$ cat src/rtl/register_f_banked.sv
// Banked flag register with masked writes, bank rotation and an optional save stack.
// The save stack is built only when REGISTER_F_STACK_EN is defined.
module register_f_banked #(
  parameter int unsigned WIDTH = 8,
  parameter int unsigned BANKS = 2,
  parameter int unsigned DEPTH = 4
) (
  input  logic                         Clk,
  input  logic                         Reset,
  input  logic [WIDTH-1:0]             FlagIn,
  input  logic [WIDTH-1:0]             FlagWriteMask,
  input  logic                         BankLoad,
  input  logic [WIDTH-1:0]             DataIn,
  input  logic                         Ex,
  input  logic                         Push,
  input  logic                         Pop,
  output logic [WIDTH-1:0]             F,
  output logic [WIDTH-1:0]             notF,
  output logic [WIDTH-1:0]             ShadowF,
  output logic [$clog2(DEPTH+1)-1:0]   StackCount,
  output logic                         StackFull,
  output logic                         StackEmpty,
  output logic                         StackError
);

  localparam int unsigned AW = (BANKS > 1) ? $clog2(BANKS) : 1;

  logic [WIDTH-1:0] r_bank [BANKS];
  logic [AW-1:0]    r_active;
  logic [AW-1:0]    w_next_active;
  logic [WIDTH-1:0] w_cur;
  logic [WIDTH-1:0] w_lw_d;
  logic             w_lw_we;
  logic [WIDTH-1:0] w_bank_d;
  logic             w_bank_we;

  assign w_next_active = (r_active == AW'(BANKS - 1)) ? '0 : r_active + AW'(1);
  assign w_cur         = r_bank[r_active];

  assign F       = w_cur;
  assign notF    = ~w_cur;
  assign ShadowF = r_bank[w_next_active];

  // BankLoad beats the masked write; this is the lowest tier of the command priority.
  always_comb begin
    w_lw_we = 1'b0;
    w_lw_d  = w_cur;
    if (BankLoad) begin
      w_lw_we = 1'b1;
      w_lw_d  = DataIn;
    end else if (|FlagWriteMask) begin
      w_lw_we = 1'b1;
      w_lw_d  = (w_cur & ~FlagWriteMask) | (FlagIn & FlagWriteMask);
    end
  end

`ifdef REGISTER_F_STACK_EN
  localparam int unsigned CW  = $clog2(DEPTH + 1);
  localparam int unsigned SAW = (DEPTH > 1) ? $clog2(DEPTH) : 1;

  logic [WIDTH-1:0] r_stack [DEPTH];
  logic [CW-1:0]    r_count;
  logic [CW-1:0]    w_count_d;
  logic [CW-1:0]    w_top;
  logic             r_error;
  logic             w_error_d;
  logic             w_push_ok;

  assign w_top = r_count - CW'(1);

  always_comb begin
    w_bank_we = w_lw_we;
    w_bank_d  = w_lw_d;
    w_count_d = r_count;
    w_error_d = r_error;
    w_push_ok = 1'b0;
    if (Pop) begin
      w_bank_we = 1'b0;
      w_bank_d  = w_cur;
      if (r_count != '0) begin
        w_bank_we = 1'b1;
        w_bank_d  = r_stack[w_top[SAW-1:0]];
        w_count_d = w_top;
      end else begin
        w_error_d = 1'b1;
      end
    end else if (Push) begin
      // Push owns the cycle: a coincident BankLoad or write is dropped.
      w_bank_we = 1'b0;
      w_bank_d  = w_cur;
      if (r_count != CW'(DEPTH)) begin
        w_push_ok = 1'b1;
        w_count_d = r_count + CW'(1);
      end else begin
        w_error_d = 1'b1;
      end
    end
  end

  always_ff @(posedge Clk or posedge Reset) begin
    if (Reset) begin
      r_count <= '0;
      r_error <= 1'b0;
    end else begin
      r_count <= w_count_d;
      r_error <= w_error_d;
    end
  end

  // Stack contents are don't-care after reset, so the storage carries no reset.
  always_ff @(posedge Clk) begin
    if (w_push_ok) begin
      r_stack[r_count[SAW-1:0]] <= w_cur;
    end
  end

  assign StackCount = r_count;
  assign StackFull  = (r_count == CW'(DEPTH));
  assign StackEmpty = (r_count == '0);
  assign StackError = r_error;
`else
  logic w_unused_stack;

  assign w_unused_stack = Push ^ Pop;
  assign w_bank_we      = w_lw_we;
  assign w_bank_d       = w_lw_d;
  assign StackCount     = '0;
  assign StackFull      = 1'b0;
  assign StackEmpty     = 1'b1;
  assign StackError     = 1'b0;
`endif

  always_ff @(posedge Clk or posedge Reset) begin
    if (Reset) begin
      for (int i = 0; i < int'(BANKS); i++) begin
        r_bank[i] <= '0;
      end
      r_active <= '0;
    end else begin
      if (w_bank_we) begin
        r_bank[r_active] <= w_bank_d;
      end
      if (Ex) begin
        r_active <= w_next_active;
      end
    end
  end

endmodule

$ cat config.mk
export PLATFORM = sky130hd
export DESIGN_NAME = register_f_banked
export DESIGN_NICKNAME = d
export VERILOG_FILES = /design/src/rtl/register_f_banked.sv
export SDC_FILE = /design/constraint.sdc
export NUM_CORES = 1
export LEC_CHECK = 0
export ABC_AREA = 1
export BUFFER_PORTS_ARGS = -buffer_cell sky130_fd_sc_hd__buf_2
export CORE_MARGIN = 4
export CORE_UTILIZATION = 50
export CTS_CLUSTER_DIAMETER = 30
export DETAILED_ROUTE_END_ITERATION = 8
export GPL_ROUTABILITY_DRIVEN = 1
export PLACE_DENSITY = 0.95
export SLEW_MARGIN = 20
export SYNTH_ARGS = -nofsm -noshare
export SYNTH_HDL_FRONTEND = slang
export SYNTH_SLANG_ARGS = --single-unit
$ cat constraint.sdc
create_clock -name Clk -period 2.5 [get_ports Clk]
set_input_delay 0.125 -clock Clk [delete_from_list [all_inputs] [get_ports Clk]]
set_output_delay 0.125 -clock Clk [all_outputs]
set_load 0.01 [all_outputs]
==> results of run 1 <==
## sequential cells by signal (all words and copies together) (netlist names)
signal    flops
r_active      1
r_bank       16
## worst min-delay path by stage
stage / startpoint / end / cells past startpoint
6_report: DataIn[6] / r_bank[6] / 5
4_1_cts: DataIn[2] / r_bank[2] / 5
3_5_place_dp: Reset / r_active / 2
3_3_place_gp: Reset / r_active / 2
5_1_grt: DataIn[2] / r_bank[2] / 5
2_1_floorplan: Reset / r_active / 1
## cell families after synthesis
family          synth area share
compound gates            0.0582
xor+xnor                 0.00657
buf+inv                    0.172
flops                      0.319
other cells              0.00563
simple gates               0.439
## cells in the mapped netlist
| cell | instances | share of area |
|---|---|---|
| nor2_1 | 2 | 0.0056 |
| conb_1 | 2 | 0.0056 |
| nand2_4 | 2 | 0.017 |
| inv_1 | 26 | 0.073 |
| buf_4 | 6 | 0.034 |
| nor2_4 | 2 | 0.017 |
| o21bai_4 | 2 | 0.028 |
| inv_8 | 1 | 0.0084 |
| buf_2 | 3 | 0.011 |
| xor2_1 | 1 | 0.0066 |
| nand3_2 | 1 | 0.0075 |
| nor2_2 | 1 | 0.0047 |
| nand3_1 | 24 | 0.090 |
| buf_6 | 5 | 0.042 |
| a21oi_1 | 8 | 0.030 |
| nand2_2 | 1 | 0.0047 |
| inv_2 | 1 | 0.0028 |
| nand2_1 | 104 | 0.29 |
| dfrtp_1 | 17 | 0.32 |
## metal layers
metal	part of all wire	wire, µm	up-vias	global-route usage
met3	0.080	256	11	0.0302
met4	0.036	114	0	0.0791
li1	-	-	719	-
met1	0.39	1240	609	0.220
met5	0	0	-	0
met2	0.49	1580	62	0.329
## power by group through the flow
stage / Combinational (µW) / Clock [µW] / Sequential, µW
floorplan: 826 / 0 / 488
global placement: 1130 / 0 / 514
detailed placement: 1160 / 0 / 517
CTS: 1170 / 155 / 512
global route: 1320 / 167 / 530
finish: 1160 / 153 / 518
## stage by stage
step                      hold WS [ns]  cell area [µm²]  setup WS, ns  instances   util
after floorplan                 0.0511             1350          1.39        213      -
after global placement           0.235             1540          1.27        282  0.616
after detailed placement         0.250             1540          1.25        282  0.616
after CTS                        0.163             1590         0.930        288  0.635
after global routing             0.187             1590         0.788        288  0.635
final                            0.163             1590         0.926        288  0.635
## critical path: stages, from the launching register on
cell	delay, ns
dfrtp_1	0.43
buf_4	0.22
inv_8	0.15
nand2_1	0.09
nand2_1	0.10
inv_1	0.04
buf_2	0.13
## cell type report
type	count	area share
tap	30	0.0237
sequential	17	0.268
timing repair buffer	55	0.183
clock buffer	4	0.0166
multi-input combinational	154	0.438
inverter	28	0.0710
## what timing repair did
item | in CTS | in global routing
hold buffers | 2 | 0
endpoints found under the hold margin | 18 | 0
setup buffers | 0 | 0
==> flow_summary_export.csv, run 1 <==
group,metric,value,unit
clock_tree,cts-buffers-inserted,3,
pwr,p_total,1830,µW
grt,grt_max_degree,26,
final_layout,nets,289,
pwr,p_leak,0.00103,µW
worst_setup_path,regToRegEndpoint,"r_bank[11]",
worst_setup_path,startpoint_type,"register",
grt,grt_pass1_wl,5140,µm
grt,antenna_found_initial,0,
clock_tree,tritoncts,"built",
worst_setup_path,critical_path.max_fanout,25,
sta,grt_setup_unrepaired,"false",
clock_tree,cts-htree-levels,1,
floorplan,ios,60,
floorplan,die_w,59.7,µm
drt,initialDrtViolationCount,47,
worst_setup_path,r2r_slack,1.21,ns
pwr,power_density,1150,mW/mm²
clock_tree,cts_buffer_depth,2,
drt,drc,0,
floorplan,die_area,0.00356,mm²
final_layout,num-fill-cells,239,
synthesis,syn-cell-area,0.00133,mm²
synthesis,ys_ff_latch,17,
clock_tree,clkLatencyLatePin,0.29,ns
final_layout,multi_input_area,694,µm²
final_layout,ff_latch_area,425,µm²
floorplan,die_h,59.7,µm
synthesis,ys_seq_area_frac,0.319,
pwr,peakVddDrop,0.000653,V
sta,fmax,635,MHz
synthesis,avgSynthCellArea,6.38,µm²
final_layout,final_cell_mix,"nand2_1 (104), buf_2 (51), inv_1 (26), nand3_1 (24), dfrtp_1 (17)",
place,place.gp.congestion,0.776,
worst_setup_path,ff2ff_path_depth,8,
job,max_cap_viol_count,0,
worst_setup_path,cp.arrival,1.45,ns
synthesis,synth_cell_type_count,19,
sta,finalSetupViolations,0,
status,outcome,"finished, final reports clean",
pwr,clkPwrFrac,0.084,
sta,skew,0.000844,ns
worst_setup_path,cp-startpoint,"r_active",
drt,drtPass1Iterations,4,
sta,fin_setup_tns,0,ns
floorplan,rows,18,
sta,finalHoldViolCount,0,
sta,layout_min_cycle_time,1.57,ns
sta,slew_headroom,0.557,
sta,fin_crit_sh,0.629,
grt,grt_overflow,0,
final_layout,n_antenna_cell,0,
grt,grt_pass1_vias,1266,
pwr,comb_power_share,0.633,
drt,drtAntennaViolNets,0,
grt,grt_usage,0.186,
sta,final_max_slew_viol_count,0,
drt,viasPerCell,4.86,
sta,worst_pin_slew,0.664,ns
floorplan,core,0.00250,mm²
worst_setup_path,timing.critical_path.to,"notF[3]",
place,io_buffers,51,
clock_tree,cts_resized,0,
drt,avgRoutedWirePerCell,11.1,µm
final_layout,drive_gt1_frac,0.260,
worst_setup_path,r2r_start,"r_active",
clock_tree,cts_root_buf,"clkbuf_4",
final_layout,final_common_cell,"nand2_1",
synthesis,synthCells,209,
pwr,p_int,922,µW
pwr,seqPwrFrac,0.283,
place,dp_hpwl,2420,µm
clock_tree,clkTransAtPathRegs,0.10,ns
worst_setup_path,crit_required,2.38,ns
hold_path,hold_path.class,"input port to register",
synthesis,yosys_warnings,0,
clock_tree,clkSinkCount,17,
worst_setup_path,crit_type,"register to output pin",
floorplan,start_util,0.534,
drt,num_vias,1401,
pwr,p_sw_frac,0.496,
worst_setup_path,end_kind,"output pin",
drt,wirelength,3190,µm
pwr,p_switching,908,µW
final_layout,syn2layout_area_growth,18.9,%
Power figures use the tool's default switching activity.
==> run 2, diff against run 1 <==
--- a/config.mk
+++ b/config.mk
@@ -5,14 +5,14 @@
 export SDC_FILE = /design/constraint.sdc
 export NUM_CORES = 1
 export LEC_CHECK = 0
-export ABC_AREA = 1
+export ABC_AREA = 0
 export BUFFER_PORTS_ARGS = -buffer_cell sky130_fd_sc_hd__buf_2
 export CORE_MARGIN = 4
-export CORE_UTILIZATION = 50
+export CORE_UTILIZATION = 40
 export CTS_CLUSTER_DIAMETER = 30
 export DETAILED_ROUTE_END_ITERATION = 8
 export GPL_ROUTABILITY_DRIVEN = 1
-export PLACE_DENSITY = 0.95
+export PLACE_DENSITY = 0.86
 export SLEW_MARGIN = 20
 export SYNTH_ARGS = -nofsm -noshare
 export SYNTH_HDL_FRONTEND = slang
==> constraint.sdc (replaced) <==
create_clock -name Clk -period 1.44 [get_ports Clk]
set_input_delay 0.072 -clock Clk [delete_from_list [all_inputs] [get_ports Clk]]
set_output_delay 0.072 -clock Clk [all_outputs]
set_load 0.01 [all_outputs]
==> run 2 against run 1 <==
Compared with the run above:
- the flow now finishes with violations (negative setup slack)
- critical path depth down 1
- clock power up 66%
- first-iteration DRC count down 57%
- clock skew up 0.0020 ns
- worst setup slack worse by 1.1 ns
- synthesized cell count down 47%
- count of clock-buffer cells in the layout unchanged
- critical endpoint is now r_bank[1]
- largest power group unchanged
==> flow_summary_export.csv, run 2 <==
group,metric,value,unit
clock_tree,clkTransAtPathRegs,0.09,ns
drt,viasPerCell,4.91,
final_layout,n_antenna_cell,0,
drt,avgRoutedWirePerCell,13.7,µm
final_layout,final_cell_area,0.00174,mm²
pwr,p_int,2790,µW
synthesis,yosysTopAreaCellShare,0.370,
worst_setup_path,critical_path.max_fanout,13,
drt,drtAntennaViolNets,0,
clock_tree,cts-htree-levels,1,
grt,antenna_found_initial,0,
pwr,p_total,4470,µW
clock_tree,tritoncts,"built",
clock_tree,cts-buffers-inserted,3,
final_layout,nets,210,
worst_setup_path,regToRegEndpoint,"r_bank[1]",
drt,drtPass1Iterations,4,
worst_setup_path,critPathTopFamily,"multiplexers",
worst_setup_path,end_kind,"register",
pwr,power_density,2560,mW/mm²
final_layout,syn2layout_area_growth,51.5,%
floorplan,die_h,61.6,µm
synthesis,synth_area_leaders,"dfrtp_1 (37%), mux2_2 (16%), mux2_4 (10%)",
worst_setup_path,r2r_slack,-0.13,ns
final_layout,drive_gt1_frac,0.626,
sta,fin_crit_sh,1.09,
worst_setup_path,ff2ff_path_depth,5,
status,violations,"negative setup slack",
clock_tree,cts_root_buf,"clkbuf_4",
worst_setup_path,crit_required,1.62,ns
floorplan,die_area,0.00380,mm²
final_layout,top_regs,"r_bank: 16 flops, r_active: 1 flops",
clock_tree,clkSinkCount,17,
final_layout,regMostFlops,"r_bank",
synthesis,synth_common_cells,"dfrtp_1 (17), nor2_1 (17), a21oi_1 (16), mux2_2 (16), inv_1 (10)",
final_layout,final_common_cell,"buf_2",
place,place.gp.congestion,0.743,
clock_tree,cts_buffer_depth,2,
pwr,comb_power_share,0.743,
worst_setup_path,timing.critical_path.to,"r_bank[1]",
worst_setup_path,crit_chain,"buf_12, mux2_4, mux2_2, mux2i_1, a21oi_1",
drt,drc,0,
drt,num_vias,1032,
synthesis,synthCells,110,
sta,final_max_slew_viol_count,0,
drt,wirelength,2880,µm
final_layout,final_core_util,0.632,
worst_setup_path,cp-startpoint,"r_active",
worst_setup_path,crit_type,"register to register",
floorplan,core,0.00276,mm²
pwr,p_switching,1680,µW
grt,grt_max_degree,18,
hold_path,hold_path.class,"input port to register",
drt,initialDrtViolationCount,20,
place,dpl_cell_area,0.00149,mm²
clock_tree,clkLatencyLatePin,0.29,ns
grt,grt_usage,0.156,
synthesis,syn-cell-area,0.00115,mm²
synthesis,ys_seq_area_frac,0.370,
floorplan,start_util,0.417,
sta,grt_setup_unrepaired,"true",
sta,skew,0.00280,ns
sta,fin_setup_tns,-2.80,ns
synthesis,yosysTopAreaCell,"dfrtp_1",
synthesis,yosys_warnings,0,
place,io_buffers,51,
pwr,peakVddDrop,0.00171,V
pwr,clkPwrFrac,0.057,
synthesis,ys.flop_type,"dfrtp_1",
worst_setup_path,startpoint_type,"register",
floorplan,rows,19,
synthesis,synth_edf_count,0,
final_layout,final_cell_mix,"buf_2 (34), buf_6 (23), nor2_1 (17), dfrtp_1 (17), a21oi_1 (15)",
sta,finalHoldViolCount,0,
synthesis,avgSynthCellArea,10.5,µm²
place,dp_hpwl,2080,µm
floorplan,die_w,61.6,µm
grt,grt_pass1_wl,4320,µm
sta,finalSetupViolations,35,
worst_setup_path,slowest_stage,"dfrtp_1",
sta,slew_headroom,0.572,
sta,fin_hold_ws,0.0855,ns
sta,worst_pin_slew,0.641,ns
synthesis,ys_ff_latch,17,
worst_setup_path,path_depth,5,
sta,fmax,637,MHz
floorplan,ios,60,
worst_setup_path,cp_num_buf_inv,1,
sta,layout_min_cycle_time,1.57,ns
pwr,seqPwrFrac,0.200,
sta,setup_slack,-0.130,ns
job,max_cap_viol_count,0,
grt,grt_overflow,0,
synthesis,synth_cell_type_count,15,
grt,grt_pass1_vias,1037,
pwr,p_sw_frac,0.375,
worst_setup_path,slowest_delay,0.42,ns
final_layout,largest_register_ffs,16,
status,outcome,"complete, but fails checks",
pwr,p_leak,0.000861,µW
worst_setup_path,r2r_start,"r_active",
worst_setup_path,cp.arrival,1.75,ns
synthesis,async_flop_share,1.00,
## run 2: changes by cell type after synthesis, sizes merged, moves of 12 or more
cell	previous run	this run
nand3	25	0
nor2	5	17
mux2	0	24
nand2	107	0
inv	28	10
## run 2: power by group through the flow
stage               sequential, µW  combinational (µW)  clock [µW]
floorplan                      847                1580           0
global placement               888                2450           0
detailed placement             902                2500           0
CTS                            890                3080         268
global route                   936                3590         279
finish                         894                3320         254
## run 2: logic make-up after synthesis
group / synth area share
multiplexers: 0.330
buffers and inverters: 0.116
AND/OR/NAND/NOR: 0.0783
AO/OA/AOI/OAI: 0.0913
flip-flops: 0.370
other: 0.00652
XOR/XNOR: 0.00761
## run 2: worst min-delay path by stage
stage	cells past startpoint	from	slack, ns	end
after floorplan	1	Reset	-0.002	r_active
after global placement	2	Reset	0.18	r_bank[13]
after detailed placement	2	Reset	0.18	r_bank[13]
after CTS	3	DataIn[4]	0.09	r_bank[4]
after global routing	3	DataIn[5]	0.11	r_bank[13]
final	3	DataIn[5]	0.09	r_bank[5]
## run 2: worst register-to-register path: stages (launching register included)
cell and delay, ns:
dfrtp_1 0.42, buf_12 0.16, mux2_4 0.31, mux2_2 0.28, mux2i_1 0.18, a21oi_1 0.10
## run 2: timing repair
action	in CTS	in global routing
resized for setup	26	14
setup buffers	3	1
endpoints found under the hold margin	18	0
hold buffers	2	0
endpoints found under the setup margin	32	40
## run 2: area by class of cell
class                   instances  area (µm²)
fillers                       206        1010
multi-input cells              76         654
repair buffers                 72         559
flip-flops and latches         17         425
inverters                      10        40.0
well taps                      31        38.8
clock buffers                   4        26.3
## run 2: layer usage
metal | part of all wire | track usage
met1 | 0.36 | 0.156
met2 | 0.54 | 0.290
met3 | 0.077 | 0.0461
met4 | 0.019 | 0.0788
met5 | 0 | 0
## run 2: per-stage QoR
| stage | setup slack [ns] | instances |
|---|---|---|
| 2_1_floorplan | 0.0110 | 114 |
| 3_3_place_gp | -0.0924 | 200 |
| 3_5_place_dp | -0.129 | 200 |
| 4_1_cts | -0.135 | 209 |
| 5_1_grt | -0.181 | 210 |
| 6_report | -0.130 | 210 |
==> run 3, diff against run 2 <==
==> constraint.sdc (replaced) <==
create_clock -name Clk -period 1.44 [get_ports Clk]
set_input_delay 0.216 -clock Clk [delete_from_list [all_inputs] [get_ports Clk]]
set_output_delay 0.216 -clock Clk [all_outputs]
set_load 0.01 [all_outputs]
==> run 3 against run 2 <==
Compared with the run above:
- the run ends with negative hold slack, negative setup slack left
- utilization increased by 4.6 points
- power increased by 14%
- clock skew increased by 0.0030 ns
- worst setup slack got worse by 0.15 ns
- first-iteration DRC count increased by 50%
- via count increased by 6.3%
- maximum frequency decreased by 8.5%
- critical path type is now register to output pin
- largest cell class unchanged
==> flow_summary_export.csv, run 3 (synthesis results as in run 2) <==
group,metric,value,unit
clock_tree,clkTransAtPathRegs,0.10,ns
final_layout,nets,204,
pwr,p_leak,0.000899,µW
sta,finalSetupViolations,40,
grt,grt_overflow,0,
drt,initialDrtViolationCount,30,
sta,final_max_slew_viol_count,0,
job,max_cap_viol_count,0,
pwr,power_density,2710,mW/mm²
status,violations,"negative hold slack, negative setup slack",
place,io_buffers,51,
worst_setup_path,r2r_start,"r_active",
drt,drc,0,
drt,num_vias,1097,
floorplan,die_area,0.00380,mm²
final_layout,drive_gt1_frac,0.699,
drt,drtAntennaViolNets,0,
floorplan,rows,19,
sta,setup_slack,-0.276,ns
place,dp_hpwl,2050,µm
worst_setup_path,critical_path.max_fanout,5,
final_layout,top_regs,"r_bank: 16 flops, r_active: 1 flops",
worst_setup_path,end_kind,"output pin",
worst_setup_path,cp.arrival,1.50,ns
clock_tree,cts-buffers-inserted,3,
floorplan,core,0.00276,mm²
final_layout,syn2layout_area_growth,62.6,%
drt,drtPass1Iterations,4,
final_layout,final_common_cell,"buf_6",
pwr,peakVddDrop,0.00203,V
clock_tree,clkSinkCount,17,
grt,grt_pass1_wl,4750,µm
worst_setup_path,ff2ff_path_depth,5,
hold_path,hold_path.class,"input port to asynchronous set/reset pin",
floorplan,die_w,61.6,µm
clock_tree,cts_buffer_depth,2,
final_layout,largest_register_ffs,16,
grt,grt_max_degree,18,
clock_tree,cts-htree-levels,1,
clock_tree,clkLatencyLatePin,0.30,ns
place,place.gp.congestion,0.750,
grt,antenna_found_initial,0,
drt,avgRoutedWirePerCell,18.4,µm
worst_setup_path,regToRegEndpoint,"r_bank[3]",
worst_setup_path,startpoint_type,"register",
sta,fin_hold_ws,-0.0150,ns
worst_setup_path,crit_required,1.22,ns
final_layout,multi_input_area,769,µm²
drt,viasPerCell,5.38,
sta,grt_setup_unrepaired,"true",
drt,wirelength,3740,µm
grt,grt_pass1_vias,993,
sta,slew_headroom,0.567,
final_layout,ff_latch_area,427,µm²
worst_setup_path,crit_type,"register to output pin",
clock_tree,tritoncts,"built",
sta,finalHoldViolCount,17,
final_layout,regMostFlops,"r_bank",
sta,skew,0.00579,ns
final_layout,num-fill-cells,187,
floorplan,ios,60,
worst_setup_path,r2r_slack,-0.17,ns
sta,fin_crit_sh,1.19,
clock_tree,cts_root_buf,"clkbuf_4",
grt,grt_usage,0.179,
status,outcome,"complete, but fails checks",
sta,layout_min_cycle_time,1.72,ns
floorplan,start_util,0.417,
final_layout,n_antenna_cell,0,
sta,fmax,583,MHz
final_layout,final_cell_mix,"buf_6 (32), buf_2 (28), mux2_4 (19), nor2_1 (17), dfrtp_1 (16)",
pwr,p_total,5080,µW
sta,worst_pin_slew,0.644,ns
floorplan,die_h,61.6,µm
[run 3: through the flow]
stage	utilization	std cells	area, µm²	setup slack (ns)	setup TNS (ns)
after detailed placement	0.526	195	1450	-0.155	-1.92
after CTS	0.636	202	1750	-0.243	-7.31
final	0.679	204	1870	-0.276	-7.42
after global routing	0.679	204	1870	-0.305	-8.90
after floorplan	-	114	1170	0.0110	0
after global placement	0.526	195	1450	-0.106	-1.49
[run 3: power by group]
part	leakage [µW]	internal, µW	switching [µW]
registers	0.000187	719	226
clock network	0.0000150	108	160
logic	0.000697	2260	1610
[run 3: metal layers]
layer | part of all wire | wire [µm] | track usage
met5 | 0 | 0 | 0
met1 | 0.33 | 1220 | 0.176
met4 | 0.032 | 120 | 0.0606
met3 | 0.073 | 275 | 0.0545
met2 | 0.57 | 2130 | 0.347
[run 3: layout make-up]
type                            count  area share
Clock buffer                        4      0.0140
Inverter                           10      0.0214
Multi-Input combinational cell     76       0.411
Sequential cell                    17       0.228
Tap cell                           31      0.0207
Timing Repair Buffer               66       0.305
[run 3: what timing repair did]
action                                  4_1_cts  5_1_grt
hold endpoints to repair                      0        0
gates cloned                                  1        0
setup buffers                                 2        3
hold buffers                                  0        0
endpoints found under the setup margin       40       40
gates resized for setup                      50       28
pin swaps                                    13        1
[run 3: worst max path at each step]
| stage | start | to | slack (ns) | cells past startpoint |
|---|---|---|---|---|
| 2_1_floorplan | r_active | r_bank[12] | 0.01 | 5 |
| 3_5_place_dp | r_active | r_bank[13] | -0.16 | 5 |
| 5_1_grt | r_active | notF[3] | -0.31 | 5 |
| 3_3_place_gp | r_active | r_bank[12] | -0.11 | 5 |
| 6_report | r_active | notF[3] | -0.28 | 5 |
| 4_1_cts | r_active | F[0] | -0.24 | 4 |
[run 3: worst max-delay path, stage by stage, from the launching register on]
cell and delay, ns:
dfrtp_2 0.46, buf_6 0.15, mux2_4 0.31, buf_6 0.13, inv_2 0.06, buf_6 0.09
